$ cat src/rtl/seed_rx_pkg.sv
// seed_rx_pkg
// Shared types and constants for the serial seed-load controller.
//   rx_state_t  - controller state encoding
//   SYNC_STAGES - depth of the clock-domain-crossing synchroniser
package seed_rx_pkg;

    localparam int SYNC_STAGES = 2;

    typedef enum logic [2:0] {
        IDLE,
        SHIFT,
        WAIT_END,
        VALID,
        ERR
    } rx_state_t;

endpackage

$ cat src/rtl/sync_edge.sv
// sync_edge
// Brings one asynchronous pin into the clk domain through a SYNC_STAGES
// flop chain, then adds one register stage that produces the level and
// single-cycle rise/fall pulses, all cycle-aligned with each other.
// Ports:
//   clk, n_rst  - system clock, asynchronous active-low reset
//   async_in    - raw asynchronous input pin
//   level       - synchronised level (aligned with rise/fall)
//   rise, fall  - one-cycle pulses on a 0->1 / 1->0 transition of level
module sync_edge #(
    parameter logic RESET_VAL = 1'b0
) (
    input  logic clk,
    input  logic n_rst,
    input  logic async_in,
    output logic level,
    output logic rise,
    output logic fall
);
    import seed_rx_pkg::*;

    logic [SYNC_STAGES-1:0] sync_q;
    logic [SYNC_STAGES:0]   warm_q;

    // warm_q fills with ones after reset. Edges are suppressed until the
    // chain has flushed, so a pin that already differs from RESET_VAL when
    // reset is released does not look like a fresh edge.
    always_ff @(posedge clk or negedge n_rst) begin
        if (!n_rst) begin
            sync_q <= {SYNC_STAGES{RESET_VAL}};
            warm_q <= '0;
            level  <= RESET_VAL;
            rise   <= 1'b0;
            fall   <= 1'b0;
        end else begin
            sync_q <= {sync_q[SYNC_STAGES-2:0], async_in};
            warm_q <= {warm_q[SYNC_STAGES-1:0], 1'b1};
            level  <= sync_q[SYNC_STAGES-1];
            rise   <= warm_q[SYNC_STAGES] &  sync_q[SYNC_STAGES-1] & ~level;
            fall   <= warm_q[SYNC_STAGES] & ~sync_q[SYNC_STAGES-1] &  level;
        end
    end

endmodule

$ cat src/rtl/seed_rx_ctrl.sv
// seed_rx_ctrl
// Serial seed-load controller for the Mersenne Twister core. Synchronises
// the three-wire serial link, drives an external WORD_BITS shift register
// one bit per ser_clk rise, checks frame length and hands the finished
// word to the MT seeding logic with a valid/ack handshake.
// Ports:
//   clk, n_rst     - system clock, asynchronous active-low reset
//   ser_clk        - external serial clock (data taken on its rise)
//   ser_data       - external serial data
//   ser_en_n       - external frame enable, active-low
//   seed_ack       - MT core has consumed the word
//   shift_enable   - one-cycle shift strobe to the shift register
//   shift_bit      - bit to shift in, valid with shift_enable
//   seed_valid     - shift register holds a complete, checked word
//   frame_err      - one-cycle pulse on short, long or overrun frame
//   busy           - a frame is being received
module seed_rx_ctrl #(
    parameter int WORD_BITS = 32
) (
    input  logic clk,
    input  logic n_rst,
    input  logic ser_clk,
    input  logic ser_data,
    input  logic ser_en_n,
    input  logic seed_ack,
    output logic shift_enable,
    output logic shift_bit,
    output logic seed_valid,
    output logic frame_err,
    output logic busy
);
    import seed_rx_pkg::*;

    localparam int CNT_W = $clog2(WORD_BITS + 1);
    localparam logic [CNT_W-1:0] LAST_BIT = CNT_W'(WORD_BITS - 1);

    logic clk_level, clk_rise, clk_fall;
    logic data_level, data_rise, data_fall;
    logic en_level, en_rise, en_fall;
    logic unused_edges;

    rx_state_t        state, state_next;
    logic [CNT_W-1:0] count, count_next;
    logic             shift_enable_next, shift_bit_next, frame_err_next;

    sync_edge #(.RESET_VAL(1'b0)) u_sync_clk (
        .clk      (clk),
        .n_rst    (n_rst),
        .async_in (ser_clk),
        .level    (clk_level),
        .rise     (clk_rise),
        .fall     (clk_fall)
    );

    sync_edge #(.RESET_VAL(1'b0)) u_sync_data (
        .clk      (clk),
        .n_rst    (n_rst),
        .async_in (ser_data),
        .level    (data_level),
        .rise     (data_rise),
        .fall     (data_fall)
    );

    sync_edge #(.RESET_VAL(1'b1)) u_sync_en (
        .clk      (clk),
        .n_rst    (n_rst),
        .async_in (ser_en_n),
        .level    (en_level),
        .rise     (en_rise),
        .fall     (en_fall)
    );

    // Synchroniser outputs that the controller has no use for.
    assign unused_edges = ^{clk_level, clk_fall, data_rise, data_fall};

    always_ff @(posedge clk or negedge n_rst) begin
        if (!n_rst) begin
            state        <= IDLE;
            count        <= '0;
            shift_enable <= 1'b0;
            shift_bit    <= 1'b0;
            frame_err    <= 1'b0;
        end else begin
            state        <= state_next;
            count        <= count_next;
            shift_enable <= shift_enable_next;
            shift_bit    <= shift_bit_next;
            frame_err    <= frame_err_next;
        end
    end

    // en_rise is tested before clk_rise so that a serial clock edge landing
    // in the same cycle as the end of frame is ignored. frame_err is
    // registered, so it is raised on the transition into ERR (and for an
    // overrun in VALID) and appears for exactly one cycle.
    always_comb begin
        state_next        = state;
        count_next        = count;
        shift_enable_next = 1'b0;
        shift_bit_next    = 1'b0;
        frame_err_next    = 1'b0;

        unique case (state)
            IDLE: begin
                if (en_fall) begin
                    state_next = SHIFT;
                    count_next = '0;
                end
            end
            SHIFT: begin
                if (en_rise) begin
                    state_next     = ERR;
                    frame_err_next = 1'b1;
                end else if (clk_rise && !en_level) begin
                    shift_enable_next = 1'b1;
                    shift_bit_next    = data_level;
                    count_next        = count + 1'b1;
                    if (count == LAST_BIT) begin
                        state_next = WAIT_END;
                    end
                end
            end
            WAIT_END: begin
                if (en_rise) begin
                    state_next = VALID;
                end else if (clk_rise && !en_level) begin
                    state_next     = ERR;
                    frame_err_next = 1'b1;
                end
            end
            VALID: begin
                // An ack in the same cycle as a new frame start hands over
                // directly, so the new frame is neither lost nor flagged.
                if (seed_ack) begin
                    if (en_fall) begin
                        state_next = SHIFT;
                        count_next = '0;
                    end else begin
                        state_next = IDLE;
                    end
                end else if (en_fall) begin
                    frame_err_next = 1'b1;
                end
            end
            ERR: begin
                state_next = IDLE;
            end
            default: begin
                state_next = IDLE;
            end
        endcase
    end

    assign seed_valid = (state == VALID);
    assign busy       = (state == SHIFT) || (state == WAIT_END);

endmodule

$ cat config.mk
export PLATFORM = sky130hd
export DESIGN_NAME = seed_rx_ctrl
export DESIGN_NICKNAME = d
export VERILOG_FILES = /design/src/rtl/seed_rx_pkg.sv /design/src/rtl/sync_edge.sv /design/src/rtl/seed_rx_ctrl.sv
export SDC_FILE = /design/constraint.sdc
export NUM_CORES = 1
export LEC_CHECK = 0
export BUFFER_PORTS_ARGS = -buffer_cell sky130_fd_sc_hd__buf_2
export CAP_MARGIN = 20
export CORE_MARGIN = 2
export CORE_UTILIZATION = 60
export DETAILED_ROUTE_END_ITERATION = 16
export PLACE_DENSITY = 0.83
export SLEW_MARGIN = 20
export SYNTH_ARGS = -nofsm -noshare
export SYNTH_HDL_FRONTEND = slang
export SYNTH_SLANG_ARGS = --single-unit
export TNS_END_PERCENT = 50
$ cat constraint.sdc
create_clock -name clk -period 3.8 [get_ports clk]
set_clock_uncertainty 0.1 [all_clocks]
set_input_delay 0.19 -clock clk [delete_from_list [all_inputs] [get_ports clk]]
set_output_delay 0.19 -clock clk [all_outputs]
set_load 0.02 [all_outputs]
Word-level counts from Yosys, hierarchy flattened
Index checks and enable logic that the tools add are counted.

$add $sub $neg: 1. Equal/unequal tests: 11. Muxes and demuxes: 24. Bitwise gates (word level): 9. Reductions and logical operators: 7.

Operators by type and width (number): 6-bit two-way mux (4); 3-bit two-way mux (7); 6-bit case mux with 3 select lines (1); 3-bit case mux with 4 select lines (1); 1-bit two-way mux (10); 3-bit by 2-bit != test with 1-bit output, second input constant (3); 6-bit by 1-bit adder with 6-bit output, second input constant (1); 1-bit bitwise AND (6); 3-bit by 2-bit == test with 1-bit output, second input constant (2); 6-bit by 5-bit == test with 1-bit output, second input constant (1); 2-bit != test, second input constant (3); 5-bit AND reduction (1); 4-bit AND reduction (1); 3-bit by 1-bit == test with 1-bit output, second input constant (1); 3-bit zero test (1); 1-bit NOT (3); 1-bit case mux with 3 select lines (1); 3-bit nonzero test (1); 2-bit by 1-bit != test with 1-bit output, second input constant (1); 1-bit logical AND (1); 1-bit zero test (1); 1-bit logical OR (1).

Register bits: 30. Word-level logic and storage cells: 68.

Logic depth before layout (Yosys ltp)
Word-level depth: 5. Depth in mapped cells: 6. Mapped depth without buffers: 5.

Hierarchy
From an unflattened synthesis, not the netlist that was laid out.

Cell total of the unflattened synthesis: 108. Area, all modules: 1352.5 um^2.

Modules (own cells, without submodules): seed_rx_ctrl (times used 1, cells an instance 75, area each 684.4 um^2, sequential area each 300.3 um^2); sync_edge at u_sync_clk ... (times used 2, cells an instance 11, area each 221.5 um^2, sequential area each 200.2 um^2); sync_edge at u_sync_en (times used 1, cells an instance 11, area each 225.2 um^2, sequential area each 203.9 um^2).

Least setup slack after synthesis
OpenSTA, ideal clock, no wires.

Path kind: register to register. From: reg u_sync_en.level. To: reg state[0]. Library setup time: 0.122 ns. Arrival time: 1.648 ns. Setup slack: 1.930 ns. Stages on the path, launching flop included: 5. Buffers on the path: 0. Clock period less this slack: 1.870 ns. Path through: dfstp_2 > and2b_1 > or4_1 > and3_4 > a32o_1.

Longest elaborated chain between the ends: 4. Elaborated cells between the ends (all ways): 5. Those cells by class: eq/ne (2); reduce/logical (3).

Ends and longest elaborated chain: start, declared (line sync_edge.sv:16) `output logic level,`; start signal, assigned (line sync_edge.sv:38) `level <= sync_q[SYNC_STAGES-1];`; 1-bit zero test (*) (line seed_rx_ctrl.sv:114, seed_rx_ctrl.sv:126); 1-bit logical AND (*) (line seed_rx_ctrl.sv:114, seed_rx_ctrl.sv:126); 3-bit by 2-bit != test with 1-bit output (no source line); 5-bit AND reduction (no source line) (*); end signal, assigned (line seed_rx_ctrl.sv:84) `state <= state_next;`; end, declared (line seed_rx_ctrl.sv:42) `rx_state_t state, state_next;`.

Mark *: on every way between the ends. The rest lies on a longest branch, timed or not. A chain may end at the register's enable or synchronous reset.

Worst setup path after layout
From: reg state[1]. To: reg state[0].

Longest elaborated chain between the ends: 3. Elaborated cells between the ends (all ways): 11. Those cells by class: eq/ne (8); mux (1); reduce/logical (2).

Ends and longest elaborated chain: 3-bit by 2-bit == test with 1-bit output (tied with other cells) (line seed_rx_ctrl.sv:103) `unique case (state)`; 3-bit by 2-bit != test with 1-bit output (no source line) (tied with other cells); 5-bit AND reduction (no source line).

Parallel ways exist; a longest one is shown, timed or not.

==> Implementation_results.wiki <==
{| class="wikitable"
! Metric !! Value
|-
| Run status || completed
|-
| Antenna violations before repair || 0
|-
| Maximum operating frequency || ~0.51 GHz
|-
| Max stage delay cell, worst path || or4b_1
|-
| Clock Pin Slew Worst Setup and Hold Paths || 0.13 ns
|-
| Port buffer count || 10
|-
| Critical path class || register to register
|-
| Post-Synthesis Net Count || between 100 and 150
|-
| Capture instance of the worst register-to-register path || state[0]
|-
| Cell count after synthesis || roughly 100
|-
| Vias after detailed routing || 788
|-
| Worst stage delay on the critical path || 0.59 ns
|-
| TritonCTS clock tree || yes
|-
| Hold WS || 0.1018 ns
|-
| RR Startpoint || state[1]
|-
| Depth of the worst register-to-register path || 4
|-
| Pwr dens || between 500 and 600 mW/mm^2
|-
| Later-pin clock latency in the skew report || 0.31 ns
|-
| Final routed DRC violation total || 0
|-
| Post-synthesis cell type count || 34
|-
| Leakage power total || just under 0.0006 uW
|-
| DR iter-0 viols || 18
|-
| Max Root-Sink Buffers || 2
|-
| Cell Area, Synth || 0.001124 mm^2
|-
| Endpoints failing setup || 0
|-
| Die Area || roughly 0.0022 mm^2
|-
| TritonCTS Sinks || 27
|-
| Pin count of the biggest net entering global routing || 28
|-
| Max-slew violation total from the final report || 0
|-
| Setup repair after global routing missed its margin || false
|-
| All-Layer GR Usage || between 15 and 20%
|-
| Post-cts resize count || 0
|-
| Required arrival time at the worst endpoint || 3.92 ns
|-
| Ordered list of cells on the worst path || or4b_1 > a31o_1 > and3_4 > a32o_1
|-
| Core outline area || 0.001745 mm^2
|-
| Startpoint of the most critical hold path || seed_ack
|-
| FFs w/ async S/R, synth || 100.0%
|-
| Worst slew margin relative to its limit || 62.93%
|-
| Top area cells in the synthesized netlist || dfrtp_1 (53%), dfstp_2 (7.0%), nand2_1 (3.7%), nor2_1 (3.3%), nand3b_1 (2.7%)
|-
| H-tree Lvls || 1
|-
| Number of buffers added by the clock tree synthesis step || 3
|-
| Warnings, synthesis || 0
|-
| Signal arrival time at the worst endpoint || 2.08 ns
|-
| Internal reg-to-reg setup slack || ~1.8 ns
|-
| Estimated wirelength of the detail-placed design || 1312 um
|-
| Seq cells post-synth || 27
|-
| Vert. Die Dim || ~47 um
|-
| Worst setup EP type || register
|-
| Net count of the finished layout || around 130
|-
| Number of detailed-routing iterations run before antenna repair || 4
|-
| Critical Path Start Type || register
|-
| Chip Width || 47.28 um
|-
| Yosys top cell by area || dfrtp_1
|-
| Sink of the worst hold path || frame_err
|-
| Vias in the first global route || just under 800
|-
| Max cap viols || 0
|-
| Sequential fraction of the synthesis area || between 60 and 70%
|-
| Area added between synthesis and finish || 12.03%
|-
| Number of hold violations in the final report || 0
|-
| IO Pins || 11
|-
| Initial Util || 64.37%
|-
| Final core utilization || ~72%
|-
| Peak fanout along the critical path || 12
|-
| Number of cells on the worst hold path || 3
|-
| WL/cell || 12.82 um
|-
| Number of vias per cell after detailed routing || about 5.5
|-
| Global-route wire length before repair || 3105 um
|-
| Sum of overflow across all layers after global routing || 0
|-
| Ant. Diodes || 0
|-
| Setup TNS || 0 ns
|-
| Maximum vdd ir drop || 0.3594 mV
|-
| Path category of the worst min-delay check || input pin to register
|-
| Placement row count || 15
|-
| Cell at the root of the clock tree || clkbuf_4
|-
| Post-synth EDFFs || 0
|-
| Overall routed net length || 1833 um
|-
| Transition time of the tightest slew-check pin || 0.5561 ns
|-
| Main synth FF type || dfrtp_1
|-
| Weighted congestion at the end of routability-driven global placement || 0.9008
|-
| Ratio of final minimum period to clock period || between 50% and 60%
|-
| Share of layout cells above drive strength 1 || 18.64%
|-
| Min Tclk post-route || 1.963 ns
|-
| Remaining antenna violation count after routing || 0
|-
| Synth top area share || 53.45%
|-
| Mean Syn Cell Area || about 11 um^2
|}
==> cell type report <==
| cell class | instances | area [um^2] |
|---|---|---|
| Fill cell | 145 | 486.7 |
| Multi-Input combinational cell | 68 | 411.6 |
| Sequential cell | 27 | 679.4 |
| Timing Repair Buffer | 14 | 90.09 |
| Tap cell | 25 | 31.28 |
| Inverter | 5 | 18.77 |
| Clock inverter | 1 | 5.005 |
| Clock buffer | 3 | 22.52 |
==> worst max-delay path: cells and delay by family, from the launching register on <==
kind	cells	cell delay, ns
AND/OR/NAND/NOR	2	0.74
AO/OA/AOI/OAI	2	0.49
flip-flops	1	0.54
==> registers in the layout (all words and copies together) (netlist names), 2 cells and up <==
register / cells
count: 6
state: 3
u_sync_clk.sync_q: 2
u_sync_data.sync_q: 2
u_sync_en.sync_q: 2
u_sync_en.warm_q: 2
==> per-layer routing <==
| metal | vias to the layer above | share of wire, % | GRT usage (%) |
|---|---|---|---|
| met2 | 10 | 51 | 35.41 |
| met3 | 2 | 2.5 | 2.308 |
| met1 | 383 | 45 | 24.18 |
| met4 | 0 | 0.65 | 8.889 |
| li1 | 393 | - | - |
| met5 | - | 0 | 0 |
==> metrics by stage <==
stage | cell area [um^2] | setup WS, ns | total power (uW) | cells
floorplan | 1124 | 1.930 | 580.9 | 103
global placement | 1191 | 1.896 | 627.8 | 135
detailed placement | 1191 | 1.866 | 635.6 | 135
CTS | 1259 | 1.845 | 755.8 | 143
global route | 1259 | 1.761 | 811.4 | 143
finish | 1259 | 1.837 | 753.0 | 143
==> power by group <==
group / leakage [uW] / total, uW / switching (uW) / internal [uW]
combinational: 0.000235 / 237 / 122 / 115
sequential: 0.000331 / 399 / 64.1 / 335
clock: 0.0000177 / 117 / 78.0 / 39.3
==> Yosys cell counts (all sizes together), types with 2 or more instances <==
cell type / n
a21oi: 4
a31o: 2
and3: 3
buf: 2
dfrtp: 24
dfstp: 3
inv: 5
nand2: 11
nand2b: 3
nand3: 4
nand3b: 4
nand4: 2
nor2: 10
o211ai: 3
o21ai: 4
or3: 3
==> what timing repair did <==
action | in CTS | in global routing
hold endpoints to repair | 27 | 0
hold buffers | 4 | 0
setup buffers | 0 | 0
==> logic make-up after synthesis <==
family,synth area share [%]
simple gates,23.39
buf+inv,2.895
compound gates,11.03
flops,60.47
fa+ha+maj,1.113
other cells,0.3338
xor+xnor,0.7797
==> cell usage in the layout, fill, tap and decap left out <==
master and n:
a21oi_1 4, nand2b_1 3, nand4_1 2, dfrtp_1 24, a21o_1 1, buf_2 10, inv_1 5, or3b_2 1
and3_1 2, clkbuf_4 3, o211ai_1 3, nand3_1 4, or3_1 3, clkinv_2 1, xnor2_1 1, a32o_1 1
nand2_1 11, or4_1 1, nor3_1 1, dfstp_2 3, a22o_1 1, and3_4 1, or4b_1 1, and2b_1 1
ha_1 1, conb_1 1, or2_2 1, nor2_1 10, nor4b_2 1, a2bb2oi_1 1, dlygate4sd3_1 4, o22a_1 1
a31o_1 1, nand3b_1 4, o21ai_0 4, a31o_2 1
==> how the worst max path moves through the flow <==
stage	from	endpoint	slack [ns]	depth (start not counted)
2_1_floorplan	u_sync_en.level	state[0]	1.93	4
3_3_place_gp	state[1]	state[0]	1.90	4
3_5_place_dp	u_sync_en.level	state[0]	1.87	4
4_1_cts	u_sync_en.level	state[0]	1.85	4
5_1_grt	state[1]	state[0]	1.76	4
6_report	state[1]	state[0]	1.84	4
Power figures use the tool's default switching activity.
